--- src/rtl/gen_dir_campo.sv ---
// gen_dir_campo: turns debounced panel buttons into a field cursor, edit-group enables, blink and timeout
module gen_dir_campo #(
  parameter int CNT_W       = 32,
  parameter int TIMEOUT_CYC = 500_000_000,
  parameter int BLINK_HALF  = 25_000_000
) (
  input  logic       clk,
  input  logic       reset,
  input  logic       sel_hora,
  input  logic       sel_fecha,
  input  logic       sel_timer,
  input  logic       btn_izq,
  input  logic       btn_der,
  input  logic       btn_salir,
  output logic [1:0] dir_bin,
  output logic       en_cont_hora,
  output logic       en_cont_fecha,
  output logic       en_cont_timer,
  output logic       parpadeo,
  output logic       editando
);
  typedef enum logic [1:0] {IDLE, ED_HORA, ED_FECHA, ED_TIMER} state_t;
  localparam logic [CNT_W-1:0] TMO_LAST = CNT_W'(TIMEOUT_CYC - 1);
  localparam logic [CNT_W-1:0] BLK_LAST = CNT_W'(BLINK_HALF - 1);
  localparam logic [CNT_W-1:0] ONE      = CNT_W'(1);
  state_t           r_state, w_state_n;
  logic [2:0]       r_q, r_qq;
  logic [1:0]       r_cur, w_cur_n, w_cur_ok;
  logic [CNT_W-1:0] r_tmo, w_tmo_n, r_blk, w_blk_n;
  logic             r_parp, w_parp_n;
  logic             w_izq, w_der, w_salir, w_move;
  assign w_izq    = r_q[0] & ~r_qq[0];
  assign w_der    = r_q[1] & ~r_qq[1];
  assign w_salir  = r_q[2] & ~r_qq[2];
  assign w_move   = w_izq ^ w_der;
  assign w_cur_ok = (r_cur == 2'd3) ? 2'd0 : r_cur;
  // synchronizers reset high so a button held through reset never yields an edge
  always_ff @(posedge clk) begin
    if (reset) begin
      r_q     <= 3'b111;
      r_qq    <= 3'b111;
      r_state <= IDLE;
      r_cur   <= 2'd0;
      r_tmo   <= '0;
      r_blk   <= '0;
      r_parp  <= 1'b0;
    end else begin
      r_q     <= {btn_salir, btn_der, btn_izq};
      r_qq    <= r_q;
      r_state <= w_state_n;
      r_cur   <= w_cur_n;
      r_tmo   <= w_tmo_n;
      r_blk   <= w_blk_n;
      r_parp  <= w_parp_n;
    end
  end
  always_comb begin
    w_state_n = r_state;
    w_cur_n   = 2'd0;
    w_tmo_n   = '0;
    w_blk_n   = '0;
    w_parp_n  = 1'b0;
    if (r_state == IDLE) begin
      w_state_n = sel_hora ? ED_HORA : sel_fecha ? ED_FECHA : sel_timer ? ED_TIMER : IDLE;
      w_parp_n  = (w_state_n != IDLE);
    end else if (w_salir || r_tmo == TMO_LAST) begin
      w_state_n = IDLE;
    end else begin
      w_tmo_n  = (w_izq | w_der) ? '0 : (&r_tmo) ? r_tmo : r_tmo + ONE;
      w_cur_n  = (w_izq & ~w_der) ? ((w_cur_ok == 2'd0) ? 2'd2 : w_cur_ok - 2'd1) :
                 (w_der & ~w_izq) ? ((w_cur_ok == 2'd2) ? 2'd0 : w_cur_ok + 2'd1) : w_cur_ok;
      w_blk_n  = (w_move || r_blk == BLK_LAST) ? '0 : r_blk + ONE;
      w_parp_n = w_move ? 1'b1 : (r_blk == BLK_LAST) ? ~r_parp : r_parp;
    end
  end
  assign dir_bin       = (r_state == IDLE) ? 2'b11 : r_cur;
  assign en_cont_hora  = (r_state == ED_HORA);
  assign en_cont_fecha = (r_state == ED_FECHA);
  assign en_cont_timer = (r_state == ED_TIMER);
  assign parpadeo      = r_parp;
  assign editando      = (r_state != IDLE);
endmodule
--- config.mk ---
export PLATFORM = sky130hd
export DESIGN_NAME = gen_dir_campo
export DESIGN_NICKNAME = d
export VERILOG_FILES = /design/src/rtl/gen_dir_campo.sv
export SDC_FILE = /design/constraint.sdc
export NUM_CORES = 1
export LEC_CHECK = 0
export CORE_MARGIN = 2
export CORE_UTILIZATION = 60
export DETAILED_ROUTE_END_ITERATION = 10
export DONT_BUFFER_PORTS = 1
export PLACE_DENSITY = 0.82
export SETUP_SLACK_MARGIN = 0.4
export SYNTH_ARGS = -nofsm -noshare
export SYNTH_HDL_FRONTEND = slang
export SYNTH_SLANG_ARGS = --single-unit
--- constraint.sdc ---
create_clock -name clk -period 3.04 [get_ports clk]
set_clock_uncertainty 0.15 [all_clocks]
set_input_delay 0.456 -clock clk [delete_from_list [all_inputs] [get_ports clk]]
set_output_delay 0.456 -clock clk [all_outputs]
set_load 0.005 [all_outputs]
# After elaboration in Yosys (flattened, before gate mapping)
# Cells that the tools add are included.
# op_classes
n_mux	15
reduce_logical	12
bitwise	13
addsub	4
n_eq_ne	7
# ops
op	n
adder 32 x 1 -> 32 bit, second input constant	2
equality test 32 x 25 -> 1 bit, second input constant	1
equality test 32 x 29 -> 1 bit, second input constant	1
AND reduction 32 bit	1
2-to-1 mux 2 bit	11
equality test 2 bit, second input constant	4
OR reduction 4 bit	2
inverter 1 bit	6
nonzero test 2 bit	3
AND 1 bit	5
zero test 2 bit	2
2-to-1 mux 1 bit	4
nonzero test 4 bit	1
OR reduction 3 bit	1
adder 2 x 1 -> 2 bit, second input constant	1
equality test 2 x 1 -> 1 bit, second input constant	1
logical OR 1 bit	2
subtractor 2 x 1 -> 2 bit, second input constant	1
bitwise OR 1 bit	1
XOR 1 bit	1
# totals
elab_cells	58
regBits	75
in_bits	8
out_inout_bits	7

# Logic depth before layout (Yosys ltp)
# Gate-level depths: netlist of the first run.
# depth
ltp_word	6
depth_mapped	8
ltp_nobuf	7

# Worst setup path after synthesis of the first run
# Ideal clock, no wire load.
# synth_path
path_type	reg2reg
start	register r_tmo[0]
end	register r_tmo[30]
setup_ps	117
path_buffers	1
synth_period_minus_slack_ps	2135
path_stages_with_launch	8
t_arrival_ps	1868
setup_slack_ps	905
required_time_ps	2773
cell_sequence	dfxtp_1 -> ha_1 -> nand4_1 -> or4_1 -> buf_4 -> nor4_2 -> xnor2_1 -> nor2_1
# synth_via
elab_chain_cells	3
elab_cells_between_ends	5
cone_classes	1 x add/sub; 1 x eq/ne; 3 x reduce/logical
# synth_lines
element	line_no	text
start, declared	29	logic [CNT_W-1:0] r_tmo, w_tmo_n, r_blk, w_blk_n;
start signal, assigned	52	r_tmo <= w_tmo_n;
parallel branches: the longest is 3 deep, another holds adder 32 x 1 -> 32 bit	n/a	
# Several ways; the timed one is not identified.
# A chain may end at the register's enable or synchronous reset.

# Worst setup path in the final report of the first run
# Same ends and word-level chain as after synthesis.

==> results of run 1 <==
==> worst register-to-register path: stages (launching register included) <==
cell	delay (ns)
sky130_fd_sc_hd__dfxtp_1	0.39
sky130_fd_sc_hd__ha_1	0.24
sky130_fd_sc_hd__nand4_1	0.17
sky130_fd_sc_hd__or4_1	0.80
sky130_fd_sc_hd__nor4_2	0.41
sky130_fd_sc_hd__xnor2_1	0.15
sky130_fd_sc_hd__nor2_1	0.05
==> logic make-up (layout without fill, tap and decap cells) <==
| family | count (synthesis) | after routing | synth area share |
|---|---|---|---|
| and+or+nand+nor | 221 | 221 | 0.321 |
| DFF | 75 | 75 | 0.400 |
| AOI/OAI and AO/OA | 53 | 53 | 0.101 |
| xor gates and xnor gates | 44 | 44 | 0.103 |
| buffers and inverters | 32 | 39 | 0.0440 |
| adders and majority gates | 7 | 7 | 0.0233 |
| muxes | 3 | 3 | 0.00799 |
==> power by group through the flow <==
stage / logic, mW / clock network (mW) / registers, mW
after floorplan: 0.0787 / 0 / 1.03
after global placement: 0.0831 / 0 / 1.03
after detailed placement: 0.0857 / 0 / 1.03
after CTS: 0.0861 / 0.777 / 1.01
after global routing: 0.0992 / 0.813 / 1.01
final: 0.0873 / 0.756 / 1.01
==> worst min path at each step <==
stage | from | end | slack (ns) | cells past startpoint
detailed placement | r_q[2] | r_qq[2] | 0.28 | 1
global placement | r_q[0] | r_qq[0] | 0.27 | 1
finish | reset | r_cur[1] | 0.03 | 1
CTS | reset | r_cur[1] | 0.008 | 1
global route | reset | r_cur[0] | 0.01 | 1
floorplan | r_q[0] | r_qq[0] | 0.26 | 1
==> metal layers <==
layer,vias to the layer above,GRT usage,routed length (um)
met3,9,0.0586,393
met1,1467,0.287,3310
met5,-,0,0
met4,0,0.0686,94
li1,1562,-,-
met2,82,0.378,3610
==> state kept, by name (all words and copies together), names as in the netlist <==
register,flops
r_q,3
parpadeo,1
r_qq,3
r_tmo,32
r_state,2
r_blk,32
r_cur,2
==> cell type report <==
class / count / share of cell area
clock buffer: 11 / 0.0327
clock inverter: 5 / 0.0156
inverter: 14 / 0.0131
multi-input combinational: 328 / 0.525
sequential: 75 / 0.374
tap: 75 / 0.0234
timing repair buffer: 9 / 0.0168
==> cell usage in the layout, fill, tap and decap left out, types with 10 or more instances in the layout <==
cell / netlist / layout
sky130_fd_sc_hd__a21oi_1: 22 / 22
sky130_fd_sc_hd__dfxtp_1: 75 / 75
sky130_fd_sc_hd__inv_1: 14 / 14
sky130_fd_sc_hd__nand2_1: 25 / 25
sky130_fd_sc_hd__nand3_1: 32 / 32
sky130_fd_sc_hd__nand4_1: 19 / 19
sky130_fd_sc_hd__nor2_1: 60 / 60
sky130_fd_sc_hd__nor3_1: 13 / 13
sky130_fd_sc_hd__or2_2: 10 / 10
sky130_fd_sc_hd__xnor2_1: 20 / 20
sky130_fd_sc_hd__xor2_1: 24 / 24
==> timing repair <==
action / CTS / global route
endpoints found under the setup margin: 0 / 39
resized for setup: 0 / 3
buffers inserted: 0 / 0
==> metrics.csv, run 1 <==
metric,value,unit
drt.antenna.violating_nets,0,
p_leak,1.23,nW
seq_power_share,0.545,
post_synth_instance_area,3760,um2
timing_worst_setup_path_type,reg2reg,
setup_viol,0,
drc,0,
finalWirelength,7410,um
setup.worst_path.end,r_tmo[30],
fill_cells,466,
finalHoldWorstSlack,0.0257,ns
synth-warning-count,0,
setup.worst_path.start_class,register,
initial_cell_density_of_the_core,0.627,
worst_pin_slew,0.807,ns
worstPathMaxFanout,9,
reg2reg_slack,0.58,ns
maximum_number_of_pins_on_one_net_before_global_route_repair,33,
syn_nets,450,
crit_family,simple AND/OR/NAND/NOR gates,
finalInstanceArea,4020,um2
grt_use_total,0.226,
synth-async-reset-ratio,0,
cts_sinks,75,
crit_path_start,r_tmo[0],
maxClockFrequency,407,MHz
overflow,0,
detail_route.first_pass.iterations,5,
power_per_cell_area,461,nW/um2
grt_first_pass_wirelength,13200,um
layout-area-overhead-vs-synth,6.89,%
final_core_util,0.670,
die_area,6910,um2
ys_top_cells_by_count,"sky130_fd_sc_hd__dfxtp_1, sky130_fd_sc_hd__nor2_1, sky130_fd_sc_hd__nand3_1",
ir_worst_vdd,317,uV
nNetsFinal,452,
r2r-end,r_tmo[30],
placed_cells,501,
die_y,83.1,um
drtIter0Drc,158,
antenna_cells_inserted,0,
placeableCoreArea,5990,um2
yosysTopAreaCellShare,0.400,
total_power,1.85,mW
cts_hold_buf,0,
io_pins,15,
finalMaxSlewViolations,0,
synth_area_leader_cell,sky130_fd_sc_hd__dfxtp_1,
portBuffers,0,
outcome,"finished, final reports clean",
r2r_cells,6,
postSynth.topFlopCell,sky130_fd_sc_hd__dfxtp_1,
avgViaCountPerCell,6.03,
max_stage_delay,0.80,ns
tritoncts,done,
min_period_over_period,0.808,
netlist-cell-type-count,49,
grt_pass1_vias,2999,
cp_data_required_time,3.13,ns
setup_repair_after_global_routing_missed_its_margin,false,
placed_area,3810,um2
syn-instance-count,435,
timing.critical_path.arrival,2.55,ns
clk_path_buf_depth,2,
clkTransAtPathRegs,0.08,ns
synth_enable_flop_cells,0,
reg2reg_from,r_tmo[0],
power.switching_fraction,0.237,
detailedPlace.worstSlack,0.447,ns
final_layout_size_suffix_gt1_frac,0.106,
clock_power_share,0.408,
insertion_delay,0.35,ns
internal_power,1.41,mW
cp_buf_inv_count,0,
multiInputGateArea,2110,um2
grt_antenna_before_repair,0,
power.share.combinational,0.047,
endpoint_kind,register,
post-route-worst-setup-slack,0.583,ns
synth-seq-area-share,0.400,
sequential_cell_area,1500,um2
drt-wirelength-per-cell,14.3,um
timing.slew.headroom,0.459,
ys_top_cells_by_area,"sky130_fd_sc_hd__dfxtp_1, sky130_fd_sc_hd__nor2_1, sky130_fd_sc_hd__xor2_1",
period_minus_slack,2.46,ns
fin_cells,517,
drv.max_cap_violation_count,0,
hold_viol_final,0,
detailroute.via_count,3120,
synthesis.area_per_instance,8.64,um2
cts_htree_levels,3,
std_cell_rows,28,
slowest_stage,sky130_fd_sc_hd__or4_1,
clk_root_buf,sky130_fd_sc_hd__clkbuf_8,
tritoncts.num_buffers,9,
dp.final_hpwl,5200,um
crit_cells,6,
p_sw,0.439,mW
gp_congestion,0.819,
synthMostInstantiatedCell,sky130_fd_sc_hd__dfxtp_1,
ys_seq_elements,75,
timing.critical_path.cells,ha_1 -> nand4_1 -> or4_1 -> nor4_2 -> xnor2_1 -> nor2_1,
floorplan.die.width,83.1,um
fin_tns_setup,0,ns
hp-class,in2reg,
No activity file was read; power rests on OpenSTA's default activity.
==> inputs of run 2 (changes only) <==
==> constraint.sdc (replaced) <==
create_clock -name clk -period 2.45 [get_ports clk]
set_clock_uncertainty 0.15 [all_clocks]
set_input_delay 0.3675 -clock clk [delete_from_list [all_inputs] [get_ports clk]]
set_output_delay 0.3675 -clock clk [all_outputs]
set_load 0.005 [all_outputs]
==> metrics.csv, run 2 (synthesis gave the netlist of run 1 again) <==
metric,value,unit,change
power.share.combinational,0.079,,was 0.047
outcome,"finished, final reports clean",,unchanged
insertion_delay,0.36,ns,was 0.35 ns
placed_area,3880,um2,was 3810 um2
timing.hold.worst_path_depth,2,,was 1
gp_congestion,0.824,,was 0.819
die_y,83.1,um,unchanged
crit_path_start,r_blk[25],,was r_tmo[0]
layout-area-overhead-vs-synth,29.5,%,was 6.89%
final_core_util,0.812,,was 0.670
clock_power_share,0.445,,was 0.408
ir_worst_vdd,579,uV,was 317 uV
p_leak,1.53,nW,was 1.23 nW
slowest_stage,sky130_fd_sc_hd__or4_4,,was sky130_fd_sc_hd__or4_1
nNetsFinal,479,,was 452
die_area,6910,um2,unchanged
finalMaxSlewViolations,0,,unchanged
portBuffers,0,,unchanged
power.switching_fraction,0.229,,was 0.237
p_sw,0.603,mW,was 0.439 mW
layout.cells.most_common,sky130_fd_sc_hd__dfxtp_1,,unchanged
tritoncts.num_buffers,9,,unchanged
io_pins,15,,unchanged
total_power,2.63,mW,was 1.85 mW
setup_viol,0,,unchanged
reg2reg_slack,0.21,ns,was 0.58 ns
grt_pass1_vias,3197,,was 2999
cp_buf_inv_count,1,,was 0
seq_power_share,0.476,,was 0.545
grt_first_pass_wirelength,13700,um,was 13200 um
global_route.usage.met2,0.433,,was 0.378
floorplan.die.width,83.1,um,unchanged
timing_worst_setup_path_type,reg2reg,,unchanged
detail_route.first_pass.iterations,5,,unchanged
setup_repair_after_global_routing_missed_its_margin,true,,was false
endpoint_kind,register,,unchanged
clk_root_buf,sky130_fd_sc_hd__clkbuf_8,,unchanged
detailroute.via_count,3456,,was 3120
r2r_cells,6,,unchanged
drtIter0Drc,240,,was 158
clkTransAtPathRegs,0.08,ns,about the same
overflow,0,,unchanged
timing.critical_path.cells,or4_4 -> or4_4 -> nor3_4 -> or4_4 -> clkbuf_16 -> nor2_2,,was ha_1 -> nand4_1 -> or4_1 -> nor4_2 -> xnor2_1 -> nor2_1
placeableCoreArea,5990,um2,unchanged
crit_path_frequent_cell,sky130_fd_sc_hd__or4_4,,
max_stage_delay,0.52,ns,was 0.80 ns
final_layout_size_suffix_gt1_frac,0.333,,was 0.106
grt_use_total,0.239,,was 0.226
r2r-end,r_blk[30],,was r_tmo[30]
worst_pin_slew,0.665,ns,was 0.807 ns
layout.cells.most_common_list,"sky130_fd_sc_hd__dfxtp_1, sky130_fd_sc_hd__nor2_1, sky130_fd_sc_hd__nand3_1",,unchanged
setup.worst_path.start_class,register,,unchanged
detailedPlace.worstSlack,0.234,ns,was 0.447 ns
antenna_cells_inserted,0,,unchanged
avgViaCountPerCell,6.36,,was 6.03
grt-busiest-layer,met2,,unchanged
cts_htree_levels,3,,unchanged
fin_tns_setup,0,ns,unchanged
tritoncts,done,,unchanged
hold_viol_final,0,,unchanged
hp-class,in2reg,,unchanged
clk_path_buf_depth,2,,unchanged
initial_cell_density_of_the_core,0.627,,unchanged
fin_cells,543,,was 517
power_per_cell_area,540,nW/um2,was 461 nW/um2
internal_power,2.02,mW,was 1.41 mW
met3_track_utilization_from_global_routing,0.0477,,was 0.0586
grt_antenna_before_repair,0,,unchanged
drt-wirelength-per-cell,18.2,um,was 14.3 um
post-route-worst-setup-slack,0.210,ns,was 0.583 ns
grt.met1_usage,0.265,,was 0.287
finalHoldWorstSlack,0.0324,ns,was 0.0257 ns
drt.antenna.violating_nets,0,,unchanged
finalInstanceArea,4870,um2,was 4020 um2
biggestRegsByFlops,"r_blk: 32 flops, r_tmo: 32 flops",,unchanged
reg2reg_from,r_blk[25],,was r_tmo[0]
cts_sinks,75,,unchanged
crit_cells,6,,unchanged
maxClockFrequency,447,MHz,was 407 MHz
std_cell_rows,28,,unchanged
period_minus_slack,2.24,ns,was 2.46 ns
cp_data_required_time,2.55,ns,was 3.13 ns
crit_family,simple AND/OR/NAND/NOR gates,,unchanged
min_period_over_period,0.914,,was 0.808
placed_cells,506,,was 501
finalWirelength,9870,um,was 7410 um
drv.max_cap_violation_count,0,,unchanged
drc,0,,unchanged
worstPathMaxFanout,8,,was 9
timing.critical_path.arrival,2.34,ns,was 2.55 ns
dp.final_hpwl,5240,um,was 5200 um
timing.slew.headroom,0.551,,was 0.459
maximum_number_of_pins_on_one_net_before_global_route_repair,33,,unchanged
setup.worst_path.end,r_blk[30],,was r_tmo[30]
## run 2: cell count changes in the layout (fill, tap and decap cells not counted), sizes merged
cell	previous run	this run
buf	9	29
dlygate4sd3	0	4
clkbuf	11	14
inv	15	14
bufinv	1	3
clkinvlp	2	0
## run 2: power by group through the flow
stage	clock [mW]	combinational, mW	sequential [mW]
final	1.17	0.208	1.25
after global routing	1.22	0.222	1.25
after CTS	1.17	0.131	1.25
after detailed placement	0	0.109	1.28
after global placement	0	0.105	1.28
after floorplan	0	0.0978	1.27
## run 2: layout make-up
| cell class | instances | area (um2) |
|---|---|---|
| multi-input cells | 328 | 2550 |
| flip-flops and latches | 75 | 1530 |
| fillers | 318 | 1120 |
| repair buffers | 36 | 393 |
| clock buffers | 11 | 141 |
| clock inverters | 4 | 98.8 |
| well taps | 75 | 93.8 |
| inverters | 14 | 52.6 |
## run 2: repair_timing
item                                   4_1_cts  5_1_grt
setup endpoints to repair                   65       65
hold buffers                                 4        0
setup buffers                                3       10
resized for setup                           21      106
pin swaps                                    6       40
cloned                                       1        4
endpoints found under the hold margin        8        0
## run 2: worst register-to-register path, stage by stage, from the launching register on
cell and delay (ns):
sky130_fd_sc_hd__dfxtp_2 0.35, sky130_fd_sc_hd__or4_4 0.51, sky130_fd_sc_hd__or4_4 0.52, sky130_fd_sc_hd__nor3_4 0.15
sky130_fd_sc_hd__or4_4 0.22, sky130_fd_sc_hd__clkbuf_16 0.20, sky130_fd_sc_hd__nor2_2 0.05
## run 2: layer usage
metal  vias to the layer above  wire (um)
met5                         -          0
met4                         0        301
met3                        32        410
met2                       113       5200
met1                      1694       3950
li1                       1617          -
## run 2: worst min-delay path by stage
stage | from | to
finish | reset | r_state[1]
floorplan | r_q[0] | r_qq[0]
global placement | r_q[0] | r_qq[0]
global route | sel_fecha | r_state[1]
CTS | sel_fecha | r_state[1]
detailed placement | r_q[0] | r_qq[0]
